$ cat src/rtl/kbd_pico_fifo.sv
// Keyboard-to-PicoBlaze bridge: captures decoded scan codes, translates them to
// command codes, buffers them in a small FIFO and exposes it on the I/O bus.
module kbd_pico_fifo #(
   parameter int unsigned DEPTH_LOG2  = 2,
   parameter logic [7:0]  PORT_STATUS = 8'h0A,
   parameter logic [7:0]  PORT_DATA   = 8'h0B
) (
   input  logic       clk,
   input  logic       reset,
   input  logic [7:0] letra,
   input  logic       new_data,
   output logic       new_data_pico,
   input  logic [7:0] port_id,
   input  logic       read_strobe,
   output logic [7:0] in_port,
   output logic       interrupt,
   input  logic       interrupt_ack,
   output logic       overflow
);

   localparam int unsigned DEPTH = 1 << DEPTH_LOG2;
   localparam int unsigned CW    = DEPTH_LOG2 + 1;

   typedef enum logic [1:0] {ST_IDLE, ST_ACK, ST_WAIT_LOW} state_t;

   state_t                r_state, w_next;
   logic [7:0]            r_mem [DEPTH];
   logic [DEPTH_LOG2-1:0] r_wr, r_rd;
   logic [CW-1:0]         r_count;
   logic                  r_overflow, r_interrupt, r_armed, r_new_data_pico;

   logic [7:0] w_code;
   logic       w_capture, w_valid, w_empty, w_full, w_pop, w_push, w_drop, w_stat_rd;

   // Scan code to command code; zero marks an ignored key
   always_comb begin
      w_code = 8'h00;
      case (letra)
         8'h2B:   w_code = 8'h01;
         8'h33:   w_code = 8'h02;
         8'h2C:   w_code = 8'h03;
         8'h75:   w_code = 8'h04;
         8'h72:   w_code = 8'h05;
         8'h6B:   w_code = 8'h06;
         8'h74:   w_code = 8'h07;
         8'h76:   w_code = 8'h08;
         default: w_code = 8'h00;
      endcase
   end

   always_ff @(posedge clk or posedge reset) begin
      if (reset) r_state <= ST_IDLE;
      else       r_state <= w_next;
   end

   // WAIT_LOW keeps a late-clearing decoder flag from producing a second push
   always_comb begin
      w_next    = r_state;
      w_capture = 1'b0;
      case (r_state)
         ST_IDLE: begin
            if (new_data) begin
               w_capture = 1'b1;
               w_next    = ST_ACK;
            end
         end
         ST_ACK:      w_next = ST_WAIT_LOW;
         ST_WAIT_LOW: if (!new_data) w_next = ST_IDLE;
         default:     w_next = ST_IDLE;
      endcase
   end

   assign w_empty   = (r_count == CW'(0));
   assign w_full    = (r_count == CW'(DEPTH));
   assign w_valid   = (w_code != 8'h00);
   assign w_pop     = read_strobe && (port_id == PORT_DATA) && !w_empty;
   assign w_push    = w_capture && w_valid && (!w_full || w_pop);
   assign w_drop    = w_capture && w_valid && w_full && !w_pop;
   assign w_stat_rd = read_strobe && (port_id == PORT_STATUS);

   always_ff @(posedge clk or posedge reset) begin
      if (reset) begin
         r_wr    <= '0;
         r_rd    <= '0;
         r_count <= '0;
         for (int i = 0; i < DEPTH; i++) r_mem[i] <= 8'h00;
      end else begin
         if (w_push) begin
            r_mem[r_wr] <= w_code;
            r_wr        <= r_wr + DEPTH_LOG2'(1);
         end
         if (w_pop) r_rd <= r_rd + DEPTH_LOG2'(1);
         if (w_push && !w_pop)      r_count <= r_count + CW'(1);
         else if (w_pop && !w_push) r_count <= r_count - CW'(1);
      end
   end

   // Acknowledge, sticky overflow and interrupt/arming
   always_ff @(posedge clk or posedge reset) begin
      if (reset) begin
         r_new_data_pico <= 1'b0;
         r_overflow      <= 1'b0;
         r_interrupt     <= 1'b0;
         r_armed         <= 1'b1;
      end else begin
         r_new_data_pico <= (w_next == ST_ACK) && (r_state == ST_IDLE);
         if (w_drop)         r_overflow <= 1'b1;
         else if (w_stat_rd) r_overflow <= 1'b0;
         if (interrupt_ack) begin
            r_interrupt <= 1'b0;
            r_armed     <= 1'b0;
         end else begin
            r_interrupt <= r_armed && !w_empty;
            if (w_empty) r_armed <= 1'b1;
         end
      end
   end

   always_comb begin
      in_port = 8'h00;
      if (port_id == PORT_DATA)
         in_port = w_empty ? 8'h00 : r_mem[r_rd];
      else if (port_id == PORT_STATUS)
         in_port = {r_overflow, w_full, w_empty, 1'b0, 4'(r_count)};
   end

   assign new_data_pico = r_new_data_pico;
   assign interrupt     = r_interrupt;
   assign overflow      = r_overflow;

endmodule

$ cat config.mk
export PLATFORM = sky130hd
export DESIGN_NAME = kbd_pico_fifo
export DESIGN_NICKNAME = d
export VERILOG_FILES = /design/src/rtl/kbd_pico_fifo.sv
export SDC_FILE = /design/constraint.sdc
export NUM_CORES = 1
export LEC_CHECK = 0
export ABC_AREA = 1
export CORE_MARGIN = 2
export CORE_UTILIZATION = 50
export DETAILED_ROUTE_END_ITERATION = 7
export MAX_ROUTING_LAYER = met4
export PLACE_DENSITY_LB_ADDON = 0.3
export SYNTH_ARGS = -nofsm -noshare
export SYNTH_HDL_FRONTEND = slang
export SYNTH_SLANG_ARGS = --single-unit
$ cat constraint.sdc
create_clock -name clk -period 2.4 [get_ports clk]
set_clock_uncertainty 0.05 [all_clocks]
set_input_delay 0.72 -clock clk [delete_from_list [all_inputs] [get_ports clk]]
set_output_delay 0.72 -clock clk [all_outputs]
set_load 0.05 [all_outputs]
### After elaboration in Yosys (flattened, before gate mapping)

Index checks and enable logic that the tools add are counted.

* muxes and demuxes: 22
* add/sub/neg operators: 4
* bitwise logic cells: 2
* order comparisons: 3
* equality and inequality tests: 14
* reductions and logical operators: 23

Operators with widths (count)
* 2-to-1 mux 8 bit: 6
* == test 8 x 7 -> 1 bit, second input constant: 5
* bitwise mux 32 bit: 1
* case mux 4 bit (8 select lines): 1
* == test 8 x 6 -> 1 bit, second input constant: 3
* binary-select mux 8 bit (select 2 bit): 1
* demux 8 bit (select 2 bit): 1
* == test 8 x 4 -> 1 bit, second input constant: 2
* logical AND 1 bit: 12
* nonzero test 8 bit: 1
* 2-to-1 mux 1 bit: 7
* greater-or-equal comparator 3 bit, second input constant: 2
* 2-to-1 mux 3 bit: 2
* inverter 2 -> 3 bit: 2
* case mux 2 bit (3 select lines): 1
* nonzero test 2 bit: 3
* adder 2 x 1 -> 2 bit, second input constant: 2
* == test 2 x 1 -> 1 bit, second input constant: 2
* logical NOT 1 bit: 4
* 2-to-1 mux 2 bit: 2
* adder 3 x 1 -> 3 bit, second input constant: 1
* == test 3 bit, second input constant: 1
* logical NOT 3 bit: 1
* less-than comparator 3 x 1 -> 1 bit, second input constant: 1
* other kinds (4): 4

* register bits: 45
* output and inout port bits: 11

### Depth between registers and ports, before layout

* depth after elaboration: 9
* depth in mapped cells: 15
* depth with buffers taken out: 15

### Least setup slack after synthesis

OpenSTA, ideal clock, no wires.

* path kind: input-to-output
* start: input port_id[7]
* end: output in_port[6]
* path slack: -1144 ps
* arrival time: 2774 ps
* stages on the path: 5
* path buffers: 1
* path through: nor2_1 nand2_1 or2_2 clkbuf_1 nor4_1

* longest elaborated chain between the ends: 3
* elaborated cells between the ends (all ways): 4

Ends and longest elaborated chain
* start, declared: line 13 `input logic [7:0] port_id,`
* == test 8 x 4 -> 1 bit: line 123 `else if (port_id == PORT_STATUS)`
* 2-to-1 mux 8 bit: line 123
* 2-to-1 mux 8 bit *: line 121 `if (port_id == PORT_DATA)`
* end, declared: line 15 `output logic [7:0] in_port,`

Every way passes the cells marked *; elsewhere a longest branch is shown, timed or not.

### Worst setup path after layout

* start: input port_id[0]
* end: output in_port[6]

Same word-level chain as after synthesis.

==> results_dict.tcl <==
set metrics [dict create \
    status "complete, but fails checks" \
    violations "negative setup slack" \
    cts_tree "built" \
    die_h_um 63.53 \
    p_total_mw 1.661 \
    peakVddDrop_mv 0.5148 \
    start_util_pct 52.68 \
    synth_area_leader_cell "dfrtp_1" \
    cp.arrival_ns 1.73 \
    rrSetupSlack_ns 0.31 \
    grt_pass1_wl_um 8114 \
    yosys_warnings 0 \
    clk_pin_slew_ns 0.10 \
    drt-wirelength-per-cell_um 15.17 \
    via_per_inst 5.182 \
    swShare_pct 35.93 \
    clkLatencyLatePin_ns 0.36 \
    drv_slew 0 \
    internal_power_mw 1.064 \
    ys_types 34 \
    final_cell_area_um2 2699 \
    drt_first_pass_iters 4 \
    design.die.area_um2 4035 \
    cts_root_buf "clkbuf_4" \
    min_path_type "reg2reg" \
    synth_nets 256 \
    n_antenna_cell 0 \
    hold_buffers 0 \
    placed_area_um2 2450 \
    area_delta_synth_final_pct 52.33 \
    async_flop_share_pct 100.0 \
    leakage_nw 1.270 \
    ios 32 \
    maxCapViolCount 0 \
    min_from "r_mem[11]$_DFFE_PP0P_" \
    fin_cells 341 \
    cts_buffer_depth 2 \
    grt_max_degree 30 \
    clkPwrFrac_pct 31.4 \
    postRouteAntennaNets 0 \
    netlist.area_leader.share_pct 39.55 \
    core_region_area_um2 3363 \
    clock_sinks 29 \
    synth_top_flop_cell "dfrtp_1" \
    slew_headroom_pct 66.00 \
    cts-htree-levels 2 \
    first_global_vias 1769 \
    yosysMostFrequentCell "nand2_1" \
    vias 1767 \
    hold_depth 2 \
    cts_buffers 5 \
    pwr-share-comb_pct 31.8 \
    place.gp.congestion 0.8696 \
    r2r-end "r_count[2]$_DFFE_PP0P_" \
    synth_seq_area_share_pct 41.03 \
    endpoint_kind "primary output" \
    wl_um 5172 \
    regToRegStartpoint "r_count[0]$_DFFE_PP0P_" \
    finalCriticalPeriod_ns 2.505 \
    worstPathRequired_ns 1.63 \
    critPathMaxFanout 4 \
    power_density_nw_per_um2 615.3 \
    period_share_pct 104.4 \
    synthTopCellsByArea "dfrtp_1 (40%), nand2_1 (15%), inv_1 (5.1%)" \
    whs_endpoint "r_mem[11]$_DFFE_PP0P_" \
    seqPwrFrac_pct 36.7 \
    switchingPower_mw 0.5967 \
    antenna_found_initial 0 \
    drt_iter0_markers 146 \
    hold_viol 0 \
    overflow 0 \
    drive_gt1_share_pct 43.05 \
    reg2reg_depth 10 \
    rsz0062_at_grt "yes" \
    start_kind "input port" \
    synthTopCellsByCount "nand2_1 (70), dfrtp_1 (28), inv_1 (24), nor2_1 (24), o21ai_0 (15)" \
    synth_cells 229 \
    fin_util_pct 80.25 \
    worstMarginPinSlew_ns 0.5084 \
    die_x_um 63.53 \
    avgSynthCellArea_um2 7.737 \
    track_usage_pct 26.75 \
    final_nets 321 \
    detailed_place_hpwl_um 3255 \
    timing.fmax_mhz 399.3 \
    final-setup-viol-count 7 \
    io_buffers 30 \
    drc 0 \
    synth_edf_count 0 \
    setup_slack_ns -0.1046 \
    fp-row-count 21 \
    synth_seq_cells 29 \
    worstSetupPathType "in2out" \
    placedCellCount 325 \
    synth_area_um2 1772 \
]
## metrics by stage
step           TNS, ns  hold WS, ns  setup WS, ns
2_1_floorplan  -0.7033       0.3936       -0.2436
3_3_place_gp    -3.842       0.4113       -0.4853
3_5_place_dp    -4.270       0.4174       -0.5512
4_1_cts        -0.4533       0.4429       -0.1084
5_1_grt        -0.7108       0.4564       -0.1288
6_report       -0.4633       0.4444       -0.1046
## worst max-delay path by stage
stage,startpoint,end,slack (ns),depth (start not counted)
after global placement,letra[5],r_count[2]$_DFFE_PP0P_,-0.49,15
final,port_id[0],in_port[6],-0.10,6
after detailed placement,letra[5],r_count[2]$_DFFE_PP0P_,-0.55,15
after floorplan,port_id[1],in_port[6],-0.24,6
after global routing,port_id[0],in_port[6],-0.13,6
after CTS,port_id[6],in_port[6],-0.11,6
## area by class of cell
cell class	count	area [µm²]
Timing Repair Buffer	61	576.8
Clock inverter	3	65.06
Clock buffer	5	37.54
Tap cell	46	57.56
Sequential cell	29	726.9
Multi-Input combinational cell	168	1115
Inverter	29	120.1
Fill cell	212	664.4
## sequential cells by signal (all words and copies together) (netlist names)
signal and cells:
r_state 2, r_mem 16, r_armed 1, r_rd 2
new_data_pico 1, interrupt 1, r_wr 2, r_count 3
overflow 1
## repair_timing
action / CTS / global route
gates resized for setup: 61 / 29
buffers inserted: 4 / 4
pin swaps: 14 / 22
setup endpoints to repair: 9 / 9
## power groups by stage
| stage | clock (mW) | sequential [mW] | combinational (mW) |
|---|---|---|---|
| 6_report | 0.522 | 0.610 | 0.529 |
| 5_1_grt | 0.543 | 0.619 | 0.573 |
| 4_1_cts | 0.515 | 0.602 | 0.482 |
| 3_5_place_dp | 0 | 0.612 | 0.463 |
| 3_3_place_gp | 0 | 0.607 | 0.459 |
| 2_1_floorplan | 0 | 0.657 | 0.247 |
## critical path, stage by stage
cell,delay (ns)
buf_8,0.10
nor2_4,0.10
nand3_2,0.07
or2_4,0.28
nor4_4,0.29
buf_12,0.18
## cell families (layout without fill, tap and decap cells)
kind of cell | count (synthesis) | count (layout) | share of synthesized area [%]
buf+inv | 32 | 98 | 7.062
xor+xnor | 5 | 5 | 2.472
flops | 29 | 29 | 41.03
compound gates | 23 | 23 | 6.850
other cells | 1 | 1 | 0.2117
fa+ha+maj | 6 | 6 | 4.661
simple gates | 133 | 133 | 37.71
## metal layers
metal / global-route usage [%] / vias up / routed length [µm]
met3: 4.286 / 12 / 230
met5: - / - / 0
li1: - / 849 / -
met1: 33.18 / 849 / 2159
met2: 43.55 / 57 / 2646
met4: 11.14 / 0 / 135
## layout by cell type, fill, tap and decap left out, types with 3 or more instances in the layout
cell,instances
nand2_1,58
buf_4,31
dfrtp_1,28
inv_1,18
nand2_2,18
nor2_4,14
nor2_1,13
o21ai_0,10
inv_2,7
nand4_1,7
buf_12,7
nor2_2,6
clkdlybuf4s50_1,6
clkbuf_4,5
buf_6,5
clkbuf_2,5
xor2_1,4
ha_1,4
inv_4,3
nand2_4,3
o21ai_1,3
o22ai_1,3
o21ai_4,3
No activity file was read; power rests on OpenSTA's default activity.
